**src/rtl/audio_rom_arb.sv**
```systemverilog
// Three-client round-robin arbiter for a shared audio ROM port, with a
// one-word cache per client so repeated fetches of the same word skip memory.
module audio_rom_arb #(
  parameter int AW   = 22,
  parameter int NCLI = 3
) (
  input  logic               clk_sys,
  input  logic               reset,
  input  logic               load_en,
  input  logic [NCLI-1:0]    cli_req,
  input  logic [NCLI*AW-1:0] cli_addr,
  output logic [NCLI-1:0]    cli_ack,
  output logic [NCLI*32-1:0] cli_data,
  output logic               mem_req,
  output logic [AW-1:0]      mem_addr,
  input  logic               mem_ack,
  input  logic [31:0]        mem_dout
);

  typedef enum logic [1:0] {IDLE, ISSUE, WAIT, DONE} state_t;

  state_t          state;
  logic [1:0]      rr_ptr;
  logic [1:0]      grant;
  logic [AW-1:0]   tag [NCLI];
  logic [NCLI-1:0] tag_valid;

  logic [NCLI-1:0] req_live;
  logic            pick_found;
  logic [1:0]      pick;
  logic [2:0]      idx;
  logic [AW-1:0]   pick_addr;
  logic            pick_hit;

  // Round-robin search starting at rr_ptr; a client already being acked is skipped.
  always_comb begin
    req_live   = cli_req & ~cli_ack;
    pick_found = 1'b0;
    pick       = 2'd0;
    idx        = 3'd0;
    for (int i = 0; i < 3; i++) begin
      idx = {1'b0, rr_ptr} + 3'(i);
      if (idx >= 3'd3) idx = idx - 3'd3;
      if (!pick_found && req_live[idx[1:0]]) begin
        pick_found = 1'b1;
        pick       = idx[1:0];
      end
    end
    pick_addr = cli_addr[pick*AW +: AW];
    pick_hit  = tag_valid[pick] && (tag[pick] == pick_addr);
  end

  always_ff @(posedge clk_sys or posedge reset) begin
    if (reset) begin
      state     <= IDLE;
      rr_ptr    <= 2'd0;
      grant     <= 2'd0;
      tag_valid <= '0;
      cli_ack   <= '0;
      cli_data  <= '0;
      mem_req   <= 1'b0;
      mem_addr  <= '0;
      for (int i = 0; i < NCLI; i++) tag[i] <= '0;
    end else begin
      cli_ack <= '0;
      mem_req <= 1'b0;
      case (state)
        IDLE: begin
          if (!load_en && pick_found) begin
            grant <= pick;
            if (pick_hit) begin
              cli_ack[pick] <= 1'b1;
              state         <= DONE;
            end else begin
              mem_req  <= 1'b1;
              mem_addr <= pick_addr;
              state    <= ISSUE;
            end
          end
        end
        ISSUE: state <= WAIT;
        WAIT: begin
          if (mem_ack) begin
            cli_data[grant*32 +: 32] <= mem_dout;
            tag[grant]               <= mem_addr;
            tag_valid[grant]         <= 1'b1;
            cli_ack[grant]           <= 1'b1;
            state                    <= DONE;
          end
        end
        DONE: begin
          rr_ptr <= (grant == 2'd2) ? 2'd0 : grant + 2'd1;
          state  <= IDLE;
        end
        default: state <= IDLE;
      endcase
      // A download invalidates every cache line, including one filled this cycle.
      if (load_en) tag_valid <= '0;
    end
  end

endmodule

```
**config.mk**
```make
export PLATFORM = sky130hd
export DESIGN_NAME = audio_rom_arb
export DESIGN_NICKNAME = d
export VERILOG_FILES = /design/src/rtl/audio_rom_arb.sv
export SDC_FILE = /design/constraint.sdc
export NUM_CORES = 1
export LEC_CHECK = 0
export BUFFER_PORTS_ARGS = -buffer_cell sky130_fd_sc_hd__buf_4
export CAP_MARGIN = 10
export CORE_ASPECT_RATIO = 1.75
export CORE_UTILIZATION = 40
export CTS_BUF_LIST = sky130_fd_sc_hd__clkbuf_8
export DETAILED_ROUTE_END_ITERATION = 8
export PLACE_DENSITY = 0.68
export REMOVE_ABC_BUFFERS = 1
export SETUP_SLACK_MARGIN = 0.2
export SLEW_MARGIN = 40
export SYNTH_ARGS = -nofsm -noshare
export SYNTH_HDL_FRONTEND = slang
export SYNTH_SLANG_ARGS = --single-unit
export TNS_END_PERCENT = 1
```
**constraint.sdc**
```tcl
create_clock -name clk_sys -period 8.2 [get_ports clk_sys]
set_input_delay 2.05 -clock clk_sys [delete_from_list [all_inputs] [get_ports clk_sys]]
set_output_delay 2.05 -clock clk_sys [all_outputs]
set_load 0.01 [all_outputs]
```
==> impl_metrics.py <==
metrics = {
    "power_and_ir_drop": {
        "p_leak_uw": 0.005691,
        "p_sw_share_pct": 38.44,
        "power_switching_uw": 1479,
        "report.power.total_uw": 3849,
        "intPower_uw": 2369,
        "power-per-cell-area_nw_per_um2": 326.5,
        "irDropWorstVdd_mv": 0.1958,
        "sequentialPowerShare_pct": 39.9,
        "combinationalPowerShare_pct": 44.1,
        "clkPwrFrac_pct": 16.0,
    },
    "synthesis": {
        "yosysTopAreaCellShare_pct": 52.65,
        "yosysUniqueCellTypes": 69,
        "synth_cells": 771,
        "avgSynthCellArea_um2": 12.14,
        "ys.flop_type": "dfrtp_1",
        "syn_area_um2": 9363,
        "yosysSeqAreaShare_pct": 52.65,
        "synth_edf_count": 0,
        "ys_async_sr_fraction_pct": 100.0,
        "yosys_register_bits": 197,
        "ys_top_cells_by_area": "dfrtp_1 (53%), a22o_1 (9.0%), mux2_2 (8.2%)",
        "synth_largest_area_cell": "dfrtp_1",
        "synth_warnings": 0,
    },
    "setup_path": {
        "endpoint_kind": "register",
        "cp-start-kind": "primary input",
        "critPathKind": "primary input to register",
        "critical_path_arrival_ns": 5.91,
        "required_ns": 8.57,
        "cp_max_fo": 28,
    },
    "clock_tree": {
        "clock-sinks": 197,
        "cts_tree": "yes",
        "ctsHtreeMaxLevel": 4,
        "cts-resized-gates": 0,
        "postCtsSetupRepairBufs": 0,
        "numCtsBuffers": 17,
        "hold_buffers": 0,
        "clk_pin_slew_ns": 0.10,
        "clockRootBuffer": "clkbuf_8",
        "clock_path_buffers": 2,
        "clk_latency_ns": 0.49,
    },
    "global_route": {
        "grt_overflow_total": 0,
        "antenna_found_initial": 0,
        "grt_max_degree": 121,
        "grt_first_pass_wirelength_um": 42430,
        "grt_pass1_vias": 7651,
        "grt_usage_pct": 22.97,
    },
    "drt": {
        "routed_via_density": 5.664,
        "vias": 7369,
        "drc": 0,
        "drt_pass1_iterations": 5,
        "drt-total-wl_um": 27280,
        "wl_per_cell_um": 20.97,
        "drt_iter0_drc": 433,
        "antenna_left": 0,
    },
    "timing": {
        "period_minus_slack_ns": 5.545,
        "hold_viol": 0,
        "finalCritPeriodShare_pct": 67.62,
        "setup_viol": 0,
        "clock_skew_ns": 0.01576,
        "timing.slew.headroom_pct": 53.20,
        "drv_slew": 0,
        "rsz0062_at_grt": "false",
        "tightest_slew_ns": 0.6996,
        "tns_ns": 0,
        "whs_ns": 0.5096,
        "fmax_mhz": 180.3,
        "worst_slack_ns": 2.655,
    },
    "layout": {
        "drive_gt1_share_pct": 38.06,
        "areaGrowthSynthToFinish_pct": 25.90,
        "antenna_cells": 0,
        "nets": 1105,
    },
    "die": {
        "core_um2": 22830,
        "pin_count": 227,
        "rows": 73,
        "fp.dieH_um": 204.4,
        "die_w_um": 117.7,
        "start_util_pct": 41.00,
        "fp.dieArea_um2": 24050,
    },
    "placed_design": {
        "portBuffers": 226,
        "hpwl_um": 19370,
        "place_congestion": 0.9443,
        "dp_slack_ns": 2.196,
    },
    "min_path": {
        "hp-class": "register to register",
    },
    "run_status": {
        "outcome": "finished clean",
    },
    "job": {
        "maxCapViolations": 0,
    },
}
==> cell families after synthesis <==
logic type               share of synthesized area [%]
multiplexers                                     13.74
XOR/XNOR                                         2.993
adder cells (fa/ha/maj)                          1.604
flip-flops                                       52.65
AND/OR/NAND/NOR                                  7.256
AO/OA/AOI/OAI                                    17.91
buffers and inverters                            3.849
==> placed cells by master (no fill, tap or decap), types with 6 or more instances in the layout <==
master / netlist / final
xnor2_1: 10 / 10
mux2_4: 18 / 18
o21ai_0: 32 / 32
mux2i_1: 25 / 25
nand4_1: 10 / 10
a211oi_1: 6 / 6
a21oi_1: 20 / 20
nor3_1: 7 / 6
a22o_1: 96 / 96
buf_4: 3 / 243
inv_1: 32 / 32
mux2_2: 68 / 68
nand2_1: 46 / 46
xor2_1: 22 / 22
clkbuf_8: 0 / 18
nand2b_1: 7 / 7
dfrtp_1: 197 / 197
nor2_1: 15 / 15
a31oi_1: 7 / 7
ha_1: 12 / 12
nand3_1: 8 / 8
==> metal layers <==
layer	vias up	global-route usage (%)	routed length, um
met2	327	41.20	14160
li1	3289	-	-
met3	64	5.218	1700
met5	-	0	0
met1	3689	25.44	10380
met4	0	11.13	1041
==> power by group through the flow <==
stage                     Clock [uW]  Sequential [uW]  Combinational, uW
after floorplan                    0             1540               1020
after global placement             0             1540               1650
after detailed placement           0             1550               1700
after CTS                        631             1540               1700
after global routing             662             1580               1830
final                            615             1540               1700
==> area by class of cell <==
cell class                 count  area (um^2)
sequential                   197         4930
clock buffer                  18        247.7
tap                          300        375.4
multi-input combinational    494         4110
clock inverter                14        126.4
fill                        2103        11050
inverter                      32        132.6
timing repair buffer         246         1866
==> cells in the mapped netlist (4+ instances only) <==
cell type    n
xor2_1      22
mux2i_1     25
o211ai_1     5
a22o_1      96
nand3_1      8
mux2_4      18
o21ai_0     32
nand2_1     46
inv_1       32
a211oi_1     6
nand2b_1     7
nor3b_1      4
nor2b_1      5
a21oi_1     20
nor2_1      15
nor3_1       7
nor4b_1      5
nand4_1     10
clkbuf_1    31
xnor2_1     10
ha_1        12
a31oi_1      7
dfrtp_1    197
buf_6        5
o31ai_1      4
o221ai_1     4
o22ai_1      5
buf_2        9
mux2_2      68
==> per-stage QoR <==
step	instances	area, um^2	utilization [%]
after floorplan	723	9123	-
after global placement	1267	11370	49.79
after detailed placement	1269	11400	49.93
after CTS	1301	11780	51.57
after global routing	1301	11790	51.62
final	1301	11790	51.62
==> critical path, cell delays in order <==
cell,delay (ns)
buf_4,0.11
or3b_4,0.24
nand4_2,0.12
a31o_1,0.25
buf_4,0.20
nand2_2,0.54
nor2_1,0.25
a211oi_1,0.38
nand4_1,0.18
nor4_2,0.58
a31oi_4,0.30
buf_8,0.24
buf_8,0.15
mux2_4,0.29
==> sequential cells by signal (all words and copies together) (netlist names) <==
name / cells
mem_req: 1
tag_valid: 3
grant: 2
mem_addr: 22
tag: 66
cli_data: 96
cli_ack: 3
rr_ptr: 2
state: 2
==> worst paths after layout <==
path	startpoint	end	slack [ns]	cells after the start
setup / recovery	cli_req[0]	mem_addr[14]	2.66	14
hold / removal	tag_valid[0]	tag_valid[0]	0.51	2
setup reg to reg	rr_ptr[0]	mem_addr[14]	3.50	13
hold reg to reg	tag_valid[0]	tag_valid[0]	0.51	2
max in group asynchronous	reset	cli_ack[0]	5.50	3
min in group asynchronous	reset	cli_data[10]	1.57	2
No activity file was read; power rests on OpenSTA's default activity.
